`src/rtl/cnn_pkg.sv`:
```
// Shared types and constants for the sliding-window fetch path.
package cnn_pkg;

    typedef enum logic [2:0] {
        IDLE = 3'd0,
        REQ  = 3'd1,
        WAIT = 3'd2,
        EMIT = 3'd3,
        DONE = 3'd4
    } state_t;

    localparam int WIN_TAPS = 25;
    localparam int MAX_K    = 5;

    // Only an exact 3 selects the small window; everything else is 5x5.
    function automatic logic [2:0] pick_k(input logic [15:0] filter_size);
        return (filter_size == 16'd3) ? 3'd3 : 3'd5;
    endfunction

endpackage

```
`src/rtl/fetch_addr_gen.sv`:
```
// Combinational pixel address: base + (r+i)*N + (c+j), truncated to ADDR_W.
module fetch_addr_gen #(
    parameter int ADDR_W = 16
) (
    input  logic [ADDR_W-1:0] base_addr,
    input  logic [15:0]       r,
    input  logic [15:0]       c,
    input  logic [2:0]        i,
    input  logic [2:0]        j,
    input  logic [15:0]       n,
    output logic [ADDR_W-1:0] addr
);

    logic [16:0] row;
    logic [16:0] col;
    logic [33:0] lin;

    always_comb begin
        row  = {1'b0, r} + 17'(i);
        col  = {1'b0, c} + 17'(j);
        lin  = 34'(row) * 34'(n) + 34'(col);
        addr = ADDR_W'(lin) + base_addr;
    end

endmodule

```
`src/rtl/window_fetcher.sv`:
```
// Fetches KxK pixel windows (K = 3 or 5) over an NxN image, one read at a time.
// Optional stride-2 scanning is enabled by defining WINDOW_FETCHER_STRIDE2_EN.
module window_fetcher
    import cnn_pkg::*;
#(
    parameter int DATA_W = 16,
    parameter int ADDR_W = 16
) (
    input  logic                     clk,
    input  logic                     rst,
    input  logic                     start,
    input  logic [15:0]              filterSize,
    input  logic [15:0]              imgSize,
    input  logic [ADDR_W-1:0]        base_addr,
`ifdef WINDOW_FETCHER_STRIDE2_EN
    input  logic                     stride2,
`endif
    output logic                     mem_rd,
    output logic [ADDR_W-1:0]        mem_addr,
    input  logic signed [DATA_W-1:0] mem_rdata,
    input  logic                     mem_rvalid,
    output logic signed [DATA_W-1:0] window [0:WIN_TAPS-1],
    output logic                     win_valid,
    input  logic                     win_ready,
    output logic                     busy,
    output logic                     done,
    output logic [2:0]               fsm_state
);

    // Handshake: a window transfers in any cycle where win_valid and win_ready are both high;
    // window contents and win_valid hold steady until then.

    state_t            st;
    logic [2:0]        k_q;
    logic [15:0]       n_q;
    logic [ADDR_W-1:0] base_q;
    logic [15:0]       r_q, c_q;
    logic [2:0]        i_q, j_q;
`ifdef WINDOW_FETCHER_STRIDE2_EN
    logic              stride_q;
`endif

    logic [2:0]        k_new;
    logic              too_small;
    logic [16:0]       step;
    logic              j_last, i_last, taps_done;
    logic [2:0]        nxt_i, nxt_j;
    logic [16:0]       c_adv, r_adv;
    logic              c_last, r_last, frame_last;
    logic [15:0]       nxt_r, nxt_c;
    logic [4:0]        tap_idx;

    logic [ADDR_W-1:0] gen_base;
    logic [15:0]       gen_r, gen_c, gen_n;
    logic [2:0]        gen_i, gen_j;
    logic [ADDR_W-1:0] gen_addr;

    assign fsm_state = st;

    always_comb begin
        k_new     = pick_k(filterSize);
        too_small = imgSize < {13'd0, k_new};
`ifdef WINDOW_FETCHER_STRIDE2_EN
        step      = stride_q ? 17'd2 : 17'd1;
`else
        step      = 17'd1;
`endif
        j_last    = (j_q == k_q - 3'd1);
        i_last    = (i_q == k_q - 3'd1);
        taps_done = j_last && i_last;
        nxt_j     = j_last ? 3'd0 : j_q + 3'd1;
        nxt_i     = j_last ? i_q + 3'd1 : i_q;
        tap_idx   = 5'(i_q) * 5'd5 + 5'(j_q);

        // A position is the last on its axis when one more step would push the window past the edge.
        c_adv      = {1'b0, c_q} + step;
        r_adv      = {1'b0, r_q} + step;
        c_last     = (c_adv + 17'(k_q)) > {1'b0, n_q};
        r_last     = (r_adv + 17'(k_q)) > {1'b0, n_q};
        frame_last = c_last && r_last;
        nxt_c      = c_last ? 16'd0 : c_adv[15:0];
        nxt_r      = c_last ? r_adv[15:0] : r_q;

        // The address generator is fed the coordinates of the read about to be issued.
        gen_base = base_q;
        gen_n    = n_q;
        gen_r    = r_q;
        gen_c    = c_q;
        gen_i    = nxt_i;
        gen_j    = nxt_j;
        case (st)
            IDLE: begin
                gen_base = base_addr;
                gen_n    = imgSize;
                gen_r    = 16'd0;
                gen_c    = 16'd0;
                gen_i    = 3'd0;
                gen_j    = 3'd0;
            end
            EMIT: begin
                gen_r = nxt_r;
                gen_c = nxt_c;
                gen_i = 3'd0;
                gen_j = 3'd0;
            end
            default: ;
        endcase
    end

    fetch_addr_gen #(.ADDR_W(ADDR_W)) u_addr_gen (
        .base_addr (gen_base),
        .r         (gen_r),
        .c         (gen_c),
        .i         (gen_i),
        .j         (gen_j),
        .n         (gen_n),
        .addr      (gen_addr)
    );

    always_ff @(posedge clk or posedge rst) begin
        if (rst) begin
            st        <= IDLE;
            k_q       <= 3'd3;
            n_q       <= 16'd0;
            base_q    <= '0;
            r_q       <= 16'd0;
            c_q       <= 16'd0;
            i_q       <= 3'd0;
            j_q       <= 3'd0;
`ifdef WINDOW_FETCHER_STRIDE2_EN
            stride_q  <= 1'b0;
`endif
            mem_rd    <= 1'b0;
            mem_addr  <= '0;
            win_valid <= 1'b0;
            busy      <= 1'b0;
            done      <= 1'b0;
            for (int t = 0; t < WIN_TAPS; t++) window[t] <= '0;
        end else begin
            case (st)
                IDLE: begin
                    if (start) begin
                        k_q    <= k_new;
                        n_q    <= imgSize;
                        base_q <= base_addr;
                        r_q    <= 16'd0;
                        c_q    <= 16'd0;
                        i_q    <= 3'd0;
                        j_q    <= 3'd0;
`ifdef WINDOW_FETCHER_STRIDE2_EN
                        stride_q <= stride2;
`endif
                        busy   <= 1'b1;
                        // Clearing here keeps taps outside a 3x3 corner at zero all frame.
                        for (int t = 0; t < WIN_TAPS; t++) window[t] <= '0;
                        if (too_small) begin
                            st   <= DONE;
                            done <= 1'b1;
                        end else begin
                            st       <= REQ;
                            mem_rd   <= 1'b1;
                            mem_addr <= gen_addr;
                        end
                    end
                end
                REQ: begin
                    mem_rd <= 1'b0;
                    st     <= WAIT;
                end
                WAIT: begin
                    if (mem_rvalid) begin
                        window[tap_idx] <= mem_rdata;
                        if (taps_done) begin
                            i_q       <= 3'd0;
                            j_q       <= 3'd0;
                            win_valid <= 1'b1;
                            st        <= EMIT;
                        end else begin
                            i_q      <= nxt_i;
                            j_q      <= nxt_j;
                            mem_rd   <= 1'b1;
                            mem_addr <= gen_addr;
                            st       <= REQ;
                        end
                    end
                end
                EMIT: begin
                    if (win_ready) begin
                        win_valid <= 1'b0;
                        if (frame_last) begin
                            done <= 1'b1;
                            st   <= DONE;
                        end else begin
                            r_q      <= nxt_r;
                            c_q      <= nxt_c;
                            mem_rd   <= 1'b1;
                            mem_addr <= gen_addr;
                            st       <= REQ;
                        end
                    end
                end
                DONE: begin
                    done <= 1'b0;
                    busy <= 1'b0;
                    st   <= IDLE;
                end
                default: st <= IDLE;
            endcase
        end
    end

endmodule

```
`config.mk`:
```
export PLATFORM = sky130hd
export DESIGN_NAME = window_fetcher
export DESIGN_NICKNAME = d
export VERILOG_FILES = /design/src/rtl/cnn_pkg.sv /design/src/rtl/fetch_addr_gen.sv /design/src/rtl/window_fetcher.sv
export SDC_FILE = /design/constraint.sdc
export NUM_CORES = 2
export LEC_CHECK = 0
export BUFFER_PORTS_ARGS = -buffer_cell sky130_fd_sc_hd__buf_2
export CORE_MARGIN = 1.5
export CORE_UTILIZATION = 35
export CTS_CLUSTER_DIAMETER = 40
export CTS_CLUSTER_SIZE = 8
export DETAILED_ROUTE_END_ITERATION = 16
export PLACE_DENSITY = 0.63
export SETUP_SLACK_MARGIN = 0.1
export SLEW_MARGIN = 20
export SYNTH_ARGS = -nofsm -noshare
export SYNTH_HDL_FRONTEND = slang
export SYNTH_HIERARCHICAL = 1
export SYNTH_SLANG_ARGS = --single-unit
```
`constraint.sdc`:
```
create_clock -name clk -period 13.4 [get_ports clk]
set_input_delay 0 -clock clk [delete_from_list [all_inputs] [get_ports clk]]
set_output_delay 0 -clock clk [all_outputs]
set_load 0.02 [all_outputs]
```
==> results by group <==
Clocking
  • Total CTS buffers: 90
  • Later-pin clock latency in the skew report: approximately 670 ps
  • Sink Count: 495
  • H-tree levels: 3
  • CTS Buffer Depth: 3
  • Worst-path clk slew: around 50 ps
  • CTS tree: yes
  • Root buffer cell: clkbuf_16

Yosys
  • EDFF count, synth: 0
  • Synth Area per Inst: about 10 sq um
  • Area share of the largest cell type after synthesis: 0.4518
  • Yosys warning total: 6
  • Synthesized flop and latch total: a little under 500
  • Ys flop type: dfrtp_1
  • Post-synthesis sequential area ratio: 0.4528
  • Unique cell type count in the Yosys netlist: 86
  • Syn Nets: roughly 3k
  • Ranking of synthesized cells by area: dfrtp_1, fa_1, a22o_1, nand2_1, ha_1
  • Synthesized instance count: roughly 2.7k
  • Async SR Flop Fraction: 1.000
  • Yosys top cell by area: dfrtp_1
  • Cell area after synthesis: 0.02736 sq mm

Status
  • Outcome: finished, final reports clean

STA
  • Sum Neg Setup Slack: 0 ps
  • Final critical-path share of the clock period: 0.9105
  • Maximum achievable frequency: between 0.08 and 0.09 GHz
  • Fin crit period: about 12000 ps
  • Final setup violation count: 0
  • Worst slew margin: 0.2445
  • Fin. Hold Viols: 0
  • Final-report max-slew violation count: 0
  • Tightest Pin Transition: around 1100 ps
  • RSZ-0062 raised after global routing: no
  • Final Skew: roughly 67 ps

Power and ir drop
  • VDD IR max: 0.1107 mV
  • Total Power: 5703 uW
  • Pwr dens: 167.0 mW/mm^2
  • P_leak: approximately 0.017 uW

Critical path
  • Crit path DAT: about 13000 ps
  • Crit path capture type: register
  • CP max stage cell: or4_1
  • Reg2reg end: mem_addr[15]
  • Worst-path maximum fanout: 17
  • Most common cell on crit path: fa_1
  • Crit-path max cell delay: approximately 650 ps
  • R2R depth: 42
  • CP Launch Type: register
  • Crit path required time: between 10000 and 15000 ps
  • RR Startpoint: c_q[0]
  • WS Path Type: register to register
  • Reg2reg setup slack: between 1000 and 1500 ps

Die
  • I/O pins: between 400 and 500
  • Core area: about 0.077 sq mm
  • Die span in x: about 280 um
  • Row count: slightly above 100
  • Die area: 0.07986 sq mm
  • Initial core utilization: 0.3532
  • Chip height: ~280 um

Detailed routing
  • Avg Vias per Cell: roughly 5.3
  • Vias: between 20k and 25k
  • Routed WL per cell: between 20 and 25 um
  • Drt pass-1 iters: 7
  • Detail Route Antenna Nets: 0
  • DRT iter0 DRCs: 1586
  • Routed wire length: between 90000 and 100000 um
  • Residual DRC: 0

Final layout
  • Area growth from synthesis to layout: 24.81%
  • Reg area: 0.01239 sq mm
  • Most frequent cells in the layout: dfrtp_1, buf_2, nand2_1
  • Multi-input logic area: 0.01354 sq mm
  • Fin nets: 3524
  • Most common cell after layout, fill and taps aside: dfrtp_1
  • Layout cells sized above 1: 0.2303
  • Fillers: between 7k and 8k

Global routing
  • First-pass GRT wire length: between 100000 and 150000 um
  • Met2 global-route usage: 0.3831
  • Grt met1 use: 0.2988
  • Number of global-route vias before repair: approximately 23k
  • Met3 GRT Util: 0.05509
  • Largest net degree at the start of global routing: about 180
  • Grt ovf: 0
  • GRT Overall Usage: 0.2336
  • Initial antenna violation count: 3
  • GRT Max-Usage Layer: met2

Job
  • Maxcap violations: 0

Place
  • Hpwl dp: between 60000 and 70000 um
  • Port Buffers: approximately 490
  • Gpl congestion: 0.8932

Hold path
  • Worst hold path type: primary input to asynchronous set/reset pin
-- state kept, by name, indices dropped and copies added (netlist names) --
signal     flops
base_q        16
busy           1
c_q           16
done           1
fsm_state      3
i_q            3
j_q            3
k_q            2
mem_addr      16
mem_rd         1
n_q           16
r_q           16
win_valid      1
window       400
-- worst max-delay path by stage --
stage	slack, ps	to	start
after floorplan	2570	mem_addr[15]	c_q[2]
after global routing	200	mem_addr[15]	c_q[0]
after global placement	1380	mem_addr[15]	c_q[0]
after detailed placement	1030	mem_addr[15]	c_q[0]
after CTS	990	mem_addr[15]	c_q[0]
final	1200	mem_addr[15]	c_q[0]
-- cell usage after synthesis, types with 16 or more instances --
cell type and instances:
nand3_1 62, and2_1 57, o21ai_1 17, and3_1 27, nand4_1 17, xnor2_1 76, fa_1 112, o21ai_0 255
buf_2 16, nand2_1 446, a22o_1 211, dfrtp_1 494, nor4_1 17, nor2b_1 25, a31oi_1 26, nor3_1 32
clkbuf_1 147, mux2_2 27, ha_1 106, inv_1 210, xor2_1 34, a21o_1 27, a21oi_1 40, nor2_1 60
-- power breakdown --
part,switching (uW),internal [uW]
clock,800,1380
sequential,78.7,1620
combinational,1260,570
-- kinds of logic (layout without fill, tap and decap cells) --
| logic type | Yosys count | after routing | share of synthesized area |
|---|---|---|---|
| AOI/OAI and AO/OA | 666 | 666 | 0.1661 |
| xor gates and xnor gates | 114 | 114 | 0.03828 |
| adders and majority gates | 218 | 218 | 0.1304 |
| buffers and inverters | 387 | 929 | 0.05460 |
| DFF | 495 | 495 | 0.4528 |
| muxes | 36 | 36 | 0.01605 |
| other | 0 | 1 | 0 |
| and+or+nand+nor | 824 | 824 | 0.1418 |
-- through the flow --
stage / utilization / hold slack [ps] / setup slack, ps / instance area, sq um / std cells
3_3_place_gp: 0.3981 / 168.1 / 1385 / 30840 / 4144
3_5_place_dp: 0.3982 / 170.3 / 1034 / 30850 / 4144
4_1_cts: 0.4406 / 15.85 / 993.7 / 34130 / 4322
6_report: 0.4408 / 22.04 / 1199 / 34150 / 4323
5_1_grt: 0.4408 / 58.77 / 199.6 / 34150 / 4322
2_1_floorplan: - / 105.4 / 2575 / 27370 / 2740
-- worst max-delay path: cells and delay by family (launching register included) --
family,cells,cell delay (ps)
flip-flops,1,560
buffers and inverters,5,280
XOR/XNOR,4,1070
adder cells (fa/ha/maj),12,4640
multiplexers,2,490
AO/OA/AOI/OAI,11,2430
AND/OR/NAND/NOR,8,2580
-- timing repair --
action                                  in CTS  in global routing
endpoints found under the setup margin       0                  1
gates resized for setup                      0                  2
buffers inserted                             0                  0
hold endpoints to repair                    77                  0
hold buffers                                41                  0
-- cell type report --
class	instances	area share
multi-input cells	1858	0.3964
diodes	1	0.00007328
repair buffers	582	0.09533
clock inverters	31	0.01407
inverters	210	0.02319
clock buffers	106	0.07005
well taps	1040	0.03810
flip-flops and latches	495	0.3628
-- layer usage --
| layer | part of all wire | vias up |
|---|---|---|
| met2 | 0.47 | 964 |
| met3 | 0.076 | 220 |
| met4 | 0.039 | 4 |
| li1 | - | 10350 |
| met5 | 0.00029 | - |
| met1 | 0.41 | 11370 |
Note: power is estimated with default switching activity, not from simulation.
